===== src/rtl/ext_pipe_pkg.sv =====
// Shared control encodings for the immediate / load-data extender.
package ext_pipe_pkg;

    typedef logic [2:0] ext_op_t;

    // Codes 0..2 are inherited from the original combinational extender.
    localparam ext_op_t EXT_ZERO       = 3'd0;
    localparam ext_op_t EXT_SIGNED     = 3'd1;
    localparam ext_op_t EXT_HIGHPOS    = 3'd2;
    localparam ext_op_t EXT_SIGNED_SL2 = 3'd3;
    localparam ext_op_t EXT_LB         = 3'd4;
    localparam ext_op_t EXT_LBU        = 3'd5;
    localparam ext_op_t EXT_LH         = 3'd6;
    localparam ext_op_t EXT_LHU        = 3'd7;

    // Halfword loads are the only ops that care about alignment.
    function automatic logic ext_is_half(input ext_op_t op);
        return (op == EXT_LH) || (op == EXT_LHU);
    endfunction

endpackage


===== src/rtl/ext_core.sv =====
// Combinational extender: immediate modes and byte/halfword extraction from a load word.
module ext_core
    import ext_pipe_pkg::*;
#(
    parameter int IN_W  = 16,
    parameter int OUT_W = 32,
    parameter int OFF_W = 2
) (
    input  logic [2:0]       op_i,
    input  logic [IN_W-1:0]  imm_i,
    input  logic [OUT_W-1:0] data_i,
    input  logic [OFF_W-1:0] off_i,
    output logic [OUT_W-1:0] data_o,
    output logic             err_o
);

    logic [OUT_W-1:0] sext;
    logic [OFF_W-1:0] off_p1;
    logic [7:0]       lo_byte;
    logic [7:0]       hi_byte;
    logic [15:0]      half;

    assign sext    = {{(OUT_W-IN_W){imm_i[IN_W-1]}}, imm_i};
    // The upper halfword byte wraps for off = max, but that offset is always
    // odd and therefore rejected as misaligned before it is used.
    assign off_p1  = off_i + OFF_W'(1);
    assign lo_byte = data_i[{off_i, 3'b000} +: 8];
    assign hi_byte = data_i[{off_p1, 3'b000} +: 8];
    assign half    = {hi_byte, lo_byte};

    // Select the extension for the requested op; misaligned halfwords yield zero plus error.
    always_comb begin
        data_o = '0;
        err_o  = 1'b0;
        if (ext_is_half(op_i) && off_i[0]) begin
            err_o = 1'b1;
        end else begin
            case (op_i)
                EXT_ZERO:       data_o = {{(OUT_W-IN_W){1'b0}}, imm_i};
                EXT_SIGNED:     data_o = sext;
                EXT_HIGHPOS:    data_o = {imm_i, {(OUT_W-IN_W){1'b0}}};
                EXT_SIGNED_SL2: data_o = sext << 2;
                EXT_LB:         data_o = {{(OUT_W-8){lo_byte[7]}}, lo_byte};
                EXT_LBU:        data_o = {{(OUT_W-8){1'b0}}, lo_byte};
                EXT_LH:         data_o = {{(OUT_W-16){half[15]}}, half};
                EXT_LHU:        data_o = {{(OUT_W-16){1'b0}}, half};
                default:        data_o = '0;
            endcase
        end
    end

endmodule


===== src/rtl/ext_pipe.sv =====
// Pipelined extender: ext_core feeding an output register with a one-entry skid buffer.
module ext_pipe
    import ext_pipe_pkg::*;
#(
    parameter int IN_W  = 16,
    parameter int OUT_W = 32,
    parameter int OFF_W = 2
) (
    input  logic             clk,
    input  logic             rst,
    input  logic             in_valid,
    output logic             in_ready,
    input  logic [2:0]       in_op,
    input  logic [IN_W-1:0]  in_imm,
    input  logic [OUT_W-1:0] in_data,
    input  logic [OFF_W-1:0] in_off,
    output logic             out_valid,
    input  logic             out_ready,
    output logic [OUT_W-1:0] out_data,
    output logic             out_err
);

    logic [OUT_W-1:0] core_data;
    logic             core_err;

    logic             or_valid_q, or_valid_d;
    logic [OUT_W-1:0] or_data_q,  or_data_d;
    logic             or_err_q,   or_err_d;
    logic             sk_valid_q, sk_valid_d;
    logic [OUT_W-1:0] sk_data_q,  sk_data_d;
    logic             sk_err_q,   sk_err_d;
    logic             in_ready_q, in_ready_d;
    logic             acc;
    logic             pop;

    ext_core #(
        .IN_W  (IN_W),
        .OUT_W (OUT_W),
        .OFF_W (OFF_W)
    ) u_core (
        .op_i   (in_op),
        .imm_i  (in_imm),
        .data_i (in_data),
        .off_i  (in_off),
        .data_o (core_data),
        .err_o  (core_err)
    );

    assign acc = in_valid && in_ready_q;
    assign pop = or_valid_q && out_ready;

    // Next-state for the output register and skid entry; the skid drains before new input lands.
    always_comb begin
        or_valid_d = or_valid_q;
        or_data_d  = or_data_q;
        or_err_d   = or_err_q;
        sk_valid_d = sk_valid_q;
        sk_data_d  = sk_data_q;
        sk_err_d   = sk_err_q;
        if (sk_valid_q) begin
            // in_ready is low here, so acc cannot occur alongside the skid move.
            if (pop) begin
                or_data_d  = sk_data_q;
                or_err_d   = sk_err_q;
                sk_valid_d = 1'b0;
            end
        end else if (!or_valid_q || pop) begin
            or_valid_d = acc;
            if (acc) begin
                or_data_d = core_data;
                or_err_d  = core_err;
            end
        end else if (acc) begin
            sk_valid_d = 1'b1;
            sk_data_d  = core_data;
            sk_err_d   = core_err;
        end
        in_ready_d = !sk_valid_d;
    end

    // Pipeline registers; reset drops everything in flight and holds in_ready low.
    always_ff @(posedge clk or posedge rst) begin
        if (rst) begin
            or_valid_q <= 1'b0;
            or_data_q  <= '0;
            or_err_q   <= 1'b0;
            sk_valid_q <= 1'b0;
            sk_data_q  <= '0;
            sk_err_q   <= 1'b0;
            in_ready_q <= 1'b0;
        end else begin
            or_valid_q <= or_valid_d;
            or_data_q  <= or_data_d;
            or_err_q   <= or_err_d;
            sk_valid_q <= sk_valid_d;
            sk_data_q  <= sk_data_d;
            sk_err_q   <= sk_err_d;
            in_ready_q <= in_ready_d;
        end
    end

    assign in_ready  = in_ready_q;
    assign out_valid = or_valid_q;
    assign out_data  = or_data_q;
    assign out_err   = or_err_q;

endmodule


===== config.mk =====
export PLATFORM = sky130hd
export DESIGN_NAME = ext_pipe
export DESIGN_NICKNAME = d
export VERILOG_FILES = /design/src/rtl/ext_pipe_pkg.sv /design/src/rtl/ext_core.sv /design/src/rtl/ext_pipe.sv
export SDC_FILE = /design/constraint.sdc
export NUM_CORES = 1
export LEC_CHECK = 0
export BUFFER_PORTS_ARGS = -buffer_cell sky130_fd_sc_hd__buf_2
export CAP_MARGIN = 20
export CORE_MARGIN = 5
export CORE_UTILIZATION = 54
export DETAILED_ROUTE_END_ITERATION = 10
export PLACE_DENSITY = 0.89
export SLEW_MARGIN = 10
export SYNTH_ARGS = -nofsm -noshare
export SYNTH_HDL_FRONTEND = slang
export SYNTH_SLANG_ARGS = --single-unit

===== constraint.sdc =====
create_clock -name clk -period 2.8 [get_ports clk]
set_clock_uncertainty 0.2 [all_clocks]
set_input_delay 0.28 -clock clk [delete_from_list [all_inputs] [get_ports clk]]
set_output_delay 0.28 -clock clk [all_outputs]
set_load 0.05 [all_outputs]

==> summary.txt, run 1 <==
Post-synthesis cell type with the largest combined area - sky130_fd_sc_hd__dfrtp_1
Number of vias per cell after detailed routing - 6.59
Via count - 3795
Area added between synthesis and finish - 18.9%
Maximum number of pins on one net before global-route repair - 40
Reg power frac - 0.349
Period Utilization, post-route - 0.937
Number of antenna diodes - 0
Total Die Area - 9060 um^2
Result of the run - complete, no violations
Flop2flop setup slack - 0.18 ns
Critical Path Fanout Max - 24
Clock transition time at the flip-flop clock pins of the worst setup and hold paths - 0.07 ns
Overall die width - 95.2 um
Gate power share - 0.460
Max Clk Rate - 381 MHz
Yosys warnings - 0
Total number of H-tree levels - 3
Number of DRC violations after detailed routing - 0
Sequential cell area fraction in the yosys report - 0.441
Placer's final routability congestion estimate - 0.974
Cell area after synthesis - 3920 um^2
Number of core rows - 31
Net total in the final layout - 529
Time the final worst path needs with I/O delays and setup - 2.62 ns
Kind of end point of the critical path - register
Average cell area after synthesis - 9.85 um^2
Initial antenna violation count - 0
Critical path start-end classification - reg2reg
Net switching component of the power - 0.00220 W
Summed negative setup slack over all endpoints - 0 ns
Post-DP Area - 4420 um^2
Ordered cell list for the critical path - nand2b_1, nor2_1, nand4_1, nand3_1
Starting utilization of the core area - 0.546
Port bufs - 91
Vertical die dimension - 95.2 um
Postcts setup bufs - 0
RSZ-0062 raised after global routing - no
Post-synth ARST share - 1.00
CTS tree - done
CP peak stage delay - 0.76 ns
Total of flip-flops plus latches after synthesis - 69
Worst path slowest cell - sky130_fd_sc_hd__dfrtp_1
First DRT Iteration DRCs - 392
Final design area excluding fillers - 4660 um^2
Clock share of power - 0.190
Cell variety after synth - 55
Primary FF master, synth - sky130_fd_sc_hd__dfrtp_1
Fraction of layout instances using a drive strength above 1 - 0.268
Hpwl dp - 8.21 mm
Wire length of the first global-routing pass - 18.6 mm
CTS Sinks - 69
Critical Path Start Type - register
Antenna-violating nets left - 0
Clock Latency Late Sink - 0.35 ns
Layout filler cell count - 591
Count of boundary I/O pins - 92
GRT Resource Usage Total - 0.267
Largest cells by area after synthesis - sky130_fd_sc_hd__dfrtp_1 44%, sky130_fd_sc_hd__mux2i_1 6.6%, sky130_fd_sc_hd__a221oi_1 4.5%, sky130_fd_sc_hd__a221o_1 3.6%, sky130_fd_sc_hd__and4_1 3.4%
Average wire per cell in the routed design - 20.3 um
Final core area utilization - 0.650
Core Area - 7180 um^2
GRT Residual Overflow - 0
Number of CTS-inserted buffers - 9
Leak Pwr - 2.25 nW
Final setup vio count - 0
Count of pins over their slew limit - 0
Cell chosen for the clock root - sky130_fd_sc_hd__clkbuf_8
MaxCap Viol Count - 0
Pint - 0.00267 W
Least setup slack across all paths after layout - 0.176 ns
Final Hold Fails - 0
Bufs on Longest Clock Path - 2
Count of mapped cells out of synthesis - 398
Worst slack at placement - 0.289 ns
Worst rel slew slack - 0.392
Transition time of the tightest slew-check pin - 0.908 ns
Most common library cells after synthesis - 69 x sky130_fd_sc_hd__dfrtp_1, 31 x sky130_fd_sc_hd__nand2_1, 26 x sky130_fd_sc_hd__mux2i_1
Worst min-delay path category - in2reg
Fraction of post-synthesis cell area in the top cell type by area - 0.441
Net count after synthesis - 455
Total wire length after detailed routing - 11.7 mm
Switching part of the total - 0.451
Req. time, crit path - 2.86 ns
Worst Path Arrival - 2.69 ns
EDFF count, synth - 0
Largest vdd supply drop - 0.592 mV
PD cells - 1040 nW/um^2
Number of global-route vias before repair - 3738
Top-count cell post-synth - sky130_fd_sc_hd__dfrtp_1
1st-pass router iterations - 5
-- worst max-delay path, delay by kind of cell, from the launching register on --
kind,cells,cell delay [ns]
flops,1,0.76
simple gates,4,1.57
-- state kept, by name, summed over array words and instances (netlist names) --
name	cells
sk_valid_q	1
out_data	32
out_err	1
in_ready	1
out_valid	1
sk_data_q	32
sk_err_q	1
-- path summary, 6_finish.rpt --
check	startpoint	endpoint	cells past startpoint
worst max-delay path	out_valid$_DFFE_PP0P_	sk_data_q[21]$_DFFE_PP0P_	4
worst min-delay path	in_imm[14]	out_data[30]$_DFFE_PP0P_	3
worst max register to register	out_valid$_DFFE_PP0P_	sk_data_q[21]$_DFFE_PP0P_	4
worst min register to register	sk_data_q[3]$_DFFE_PP0P_	sk_data_q[3]$_DFFE_PP0P_	2
max in group asynchronous	rst	sk_data_q[7]$_DFFE_PP0P_	4
min in group asynchronous	rst	sk_data_q[27]$_DFFE_PP0P_	3
-- per-stage QoR --
step	cells	hold slack, ns	power, W
floorplan	398	0.224	0.00333
global placement	559	0.228	0.00386
detailed placement	559	0.234	0.00392
CTS	576	0.0350	0.00486
global route	576	0.0560	0.00513
finish	576	0.0364	0.00487
-- what timing repair did --
item / in CTS / in global routing
endpoints found under the setup margin: 0 / 1
hold buffers: 1 / 0
gates resized for setup: 0 / 1
endpoints found under the hold margin: 32 / 0
-- logic make-up after synthesis --
logic type / Yosys count / share of synthesized area
AOI/OAI and AO/OA: 140 / 0.258
and+or+nand+nor: 112 / 0.169
xor gates and xnor gates: 1 / 0.00224
buffers and inverters: 46 / 0.0514
DFF: 69 / 0.441
muxes: 30 / 0.0789
-- routing by layer --
layer | GRT usage | up-vias | share of wire | wire [um]
li1 | - | 1705 | - | -
met1 | 0.368 | 1790 | 0.40 | 4700
met2 | 0.413 | 265 | 0.45 | 5270
met3 | 0.0521 | 35 | 0.12 | 1450
met4 | 0.112 | 0 | 0.023 | 274
met5 | 0 | - | 0 | 0
-- cell type report --
class,instances,area (um^2),share of cell area
multi-input cells,283,1990,0.428
clock inverters,4,70.1,0.0150
repair buffers,102,566,0.121
inverters,7,26.3,0.00564
well taps,99,124,0.0266
clock buffers,12,155,0.0333
flip-flops and latches,69,1730,0.370
-- cells in the final DEF, fill, tap and decap left out, types with 4 or more instances in the layout --
cell type,Yosys,final
sky130_fd_sc_hd__dfrtp_1,69,69
sky130_fd_sc_hd__buf_2,14,91
sky130_fd_sc_hd__and3_1,9,9
sky130_fd_sc_hd__a221oi_1,20,20
sky130_fd_sc_hd__inv_1,7,6
sky130_fd_sc_hd__mux2i_1,26,26
sky130_fd_sc_hd__and4_1,15,15
sky130_fd_sc_hd__nand2_1,31,30
sky130_fd_sc_hd__a22oi_1,14,14
sky130_fd_sc_hd__nor3_1,6,6
sky130_fd_sc_hd__a21oi_1,13,13
sky130_fd_sc_hd__o22a_1,6,6
sky130_fd_sc_hd__a31oi_1,4,4
sky130_fd_sc_hd__o221ai_1,7,7
sky130_fd_sc_hd__buf_4,1,8
sky130_fd_sc_hd__a221o_1,14,14
sky130_fd_sc_hd__nand3_1,22,22
sky130_fd_sc_hd__o21ai_0,15,15
sky130_fd_sc_hd__o21ai_1,23,23
sky130_fd_sc_hd__a22o_1,6,6
sky130_fd_sc_hd__nor2_1,7,7
sky130_fd_sc_hd__clkbuf_8,0,11
-- power groups by stage --
stage          logic (W)  registers [W]  clock network (W)
2_1_floorplan   0.000980        0.00235                  0
3_3_place_gp     0.00218        0.00168                  0
3_5_place_dp     0.00222        0.00170                  0
4_1_cts          0.00224        0.00169           0.000927
5_1_grt          0.00241        0.00174           0.000972
6_report         0.00224        0.00170           0.000927
No activity file was read; power rests on OpenSTA's default activity.
==> inputs of run 2 (changes only) <==
--- a/config.mk
+++ b/config.mk
@@ -11,6 +11,7 @@
 export CORE_UTILIZATION = 54
 export DETAILED_ROUTE_END_ITERATION = 10
 export PLACE_DENSITY = 0.89
+export REMOVE_ABC_BUFFERS = 1
 export SLEW_MARGIN = 10
 export SYNTH_ARGS = -nofsm -noshare
 export SYNTH_HDL_FRONTEND = slang
==> run 2 against run 1 <==
First-iteration DRC count increased by 3.1%. Clock power fell by 17%. Final area is 0.89% lower. Utilization fell by 0.58 points. Sequential cell count unchanged. Combinational power barely moved. Setup slack better by 0.24 ns. Die area stayed put. Worst hold slack improved by 0.019 ns. Maximum frequency up 10%. Wire length is 0.21% higher. Non-clock buffer count increased by 2. Critical endpoint is now out_data[15]$_DFFE_PP0P_. Largest cell class unchanged.
==> summary.txt, run 2 (synthesis gave the netlist of run 1 again) <==
Total number of H-tree levels - 3 (unchanged)
Worst Path Arrival - 2.43 ns (was 2.69 ns)
Layout filler cell count - 582 (was 591)
Fraction of layout instances using a drive strength above 1 - 0.268 (unchanged)
Final setup vio count - 0 (unchanged)
Initial antenna violation count - 0 (unchanged)
MaxCap Viol Count - 0 (unchanged)
1st-pass router iterations - 7 (was 5)
CTS Sinks - 69 (unchanged)
Cell chosen for the clock root - sky130_fd_sc_hd__clkbuf_8 (unchanged)
Number of DRC violations after detailed routing - 0 (unchanged)
Commonest non-fill, non-tap cell in the layout - sky130_fd_sc_hd__buf_2 (unchanged)
Commonest cells after routing, fill and taps aside - 91 x sky130_fd_sc_hd__buf_2, 69 x sky130_fd_sc_hd__dfrtp_1, 31 x sky130_fd_sc_hd__nand2_1 (was 91 x sky130_fd_sc_hd__buf_2, 69 x sky130_fd_sc_hd__dfrtp_1, 30 x sky130_fd_sc_hd__nand2_1)
Critical Path Fanout Max - 12 (was 24)
Max Clk Rate - 420 MHz (was 381 MHz)
Antenna-violating nets left - 0 (unchanged)
Bufs on Longest Clock Path - 2 (unchanged)
Maximum number of pins on one net before global-route repair - 39 (was 40)
Net total in the final layout - 531 (was 529)
Core Area - 7180 um^2 (unchanged)
Largest vdd supply drop - 0.506 mV (was 0.592 mV)
RSZ-0062 raised after global routing - no (unchanged)
Kind of end point of the critical path - register (unchanged)
Total Die Area - 9060 um^2 (unchanged)
Hpwl dp - 8.47 mm (was 8.21 mm)
Number of antenna diodes - 0 (unchanged)
Number of global-route vias before repair - 3680 (was 3738)
Wire length of the first global-routing pass - 18.2 mm (was 18.6 mm)
Area added between synthesis and finish - 17.9% (was 18.9%)
Placer's final routability congestion estimate - 0.949 (was 0.974)
GRT Residual Overflow - 0 (unchanged)
Clock transition time at the flip-flop clock pins of the worst setup and hold paths - 0.07 ns (about the same)
Worst min-delay path category - in2reg (unchanged)
Number of vias per cell after detailed routing - 6.62 (was 6.59)
Number of core rows - 31 (unchanged)
Critical Path Start Type - register (unchanged)
Result of the run - complete, no violations (unchanged)
Via count - 3813 (was 3795)
Number of CTS-inserted buffers - 9 (unchanged)
CTS tree - done (unchanged)
Leak Pwr - 2.24 nW (was 2.25 nW)
Count of boundary I/O pins - 92 (unchanged)
Overall die width - 95.2 um (unchanged)
GRT Resource Usage Total - 0.264 (was 0.267)
Final Hold Fails - 0 (unchanged)
Worst rel slew slack - 0.356 (was 0.392)
Number of gates resized after CTS - 0 (unchanged)
Port bufs - 91 (unchanged)
Req. time, crit path - 2.85 ns (was 2.86 ns)
Count of pins over their slew limit - 0 (unchanged)
Average wire per cell in the routed design - 20.3 um (about the same)
Starting utilization of the core area - 0.546 (unchanged)
Summed negative setup slack over all endpoints - 0 ns (unchanged)
Final core area utilization - 0.644 (was 0.650)
Vertical die dimension - 95.2 um (unchanged)
Clock Latency Late Sink - 0.35 ns (about the same)
Transition time of the tightest slew-check pin - 0.965 ns (was 0.908 ns)
First DRT Iteration DRCs - 404 (was 392)
PD cells - 1020 nW/um^2 (was 1040 nW/um^2)
Period Utilization, post-route - 0.850 (was 0.937)
Critical path start-end classification - reg2reg (unchanged)
Time the final worst path needs with I/O delays and setup - 2.38 ns (was 2.62 ns)
Total wire length after detailed routing - 11.7 mm (about the same)
-- run 2: changes by cell type in the layout (fill, tap and decap cells not counted) --
| cell | change |
|---|---|
| sky130_fd_sc_hd__clkinv_2 | -1 |
| sky130_fd_sc_hd__nand2_1 | +1 |
| sky130_fd_sc_hd__bufinv_16 | -2 |
| sky130_fd_sc_hd__clkbuf_8 | +2 |
| sky130_fd_sc_hd__buf_12 | -1 |
| sky130_fd_sc_hd__nand2_2 | -1 |
| sky130_fd_sc_hd__clkbuf_1 | -1 |
| sky130_fd_sc_hd__buf_4 | +3 |
-- run 2: layer usage --
layer,vias to the layer above,share of wire,global-route usage
met5,-,0,0
met4,0,0.028,0.118
met3,30,0.099,0.0631
met2,226,0.48,0.429
met1,1852,0.39,0.335
li1,1705,-,-
-- run 2: path summary, 6_finish.rpt --
check / cells after the start / from / to / slack [ns]
setup / recovery: 5 / out_valid$_DFFE_PP0P_ / out_data[15]$_DFFE_PP0P_ / 0.42
hold / removal: 3 / in_imm[7] / out_data[23]$_DFFE_PP0P_ / 0.06
setup reg to reg: 5 / out_valid$_DFFE_PP0P_ / out_data[15]$_DFFE_PP0P_ / 0.42
hold reg to reg: 2 / sk_data_q[4]$_DFFE_PP0P_ / sk_data_q[4]$_DFFE_PP0P_ / 0.27
max in group asynchronous: 4 / rst / out_data[13]$_DFFE_PP0P_ / 1.37
min in group asynchronous: 3 / rst / sk_data_q[19]$_DFFE_PP0P_ / 0.41
-- run 2: worst max-delay path, stage by stage, from the launching register on --
cell,delay (ns)
sky130_fd_sc_hd__dfrtp_1,0.47
sky130_fd_sc_hd__nor2b_1,0.23
sky130_fd_sc_hd__a21oi_1,0.77
sky130_fd_sc_hd__buf_4,0.28
sky130_fd_sc_hd__nand2_1,0.08
sky130_fd_sc_hd__o31ai_1,0.25
-- run 2: timing repair --
| item | in CTS | in global routing |
|---|---|---|
| hold endpoints to repair | 33 | 0 |
| buffers inserted | 0 | 0 |
| hold buffers | 1 | 0 |
| setup endpoints to repair | 0 | 0 |
-- run 2: power by group --
| part | switching (W) | total, W | internal [W] | leakage, nW |
|---|---|---|---|---|
| logic | 0.00157 | 0.00227 | 0.000701 | 1.26 |
| registers | 0.000257 | 0.00168 | 0.00143 | 0.881 |
| clock network | 0.000359 | 0.000767 | 0.000408 | 0.0974 |
| total | 0.00219 | 0.00472 | 0.00253 | 2.24 |
-- run 2: layout make-up --
cell class,count,area [um^2],share of cell area
clock buffers,13,179,0.0387
clock inverters,1,5.00,0.00108
inverters,7,26.3,0.00569
multi-input cells,283,1990,0.431
flip-flops and latches,69,1730,0.374
well taps,99,124,0.0268
repair buffers,104,568,0.123
-- run 2: stage by stage --
step	power [W]	setup slack, ns	area [um^2]	cells	hold slack (ns)
finish	0.00472	0.420	4620	576	0.0554
detailed placement	0.00394	0.291	4430	561	0.242
CTS	0.00471	0.479	4620	576	0.0437
global route	0.00497	0.262	4620	576	0.0736
global placement	0.00386	0.451	4430	561	0.239
floorplan	0.00324	0.0949	3740	359	0.187
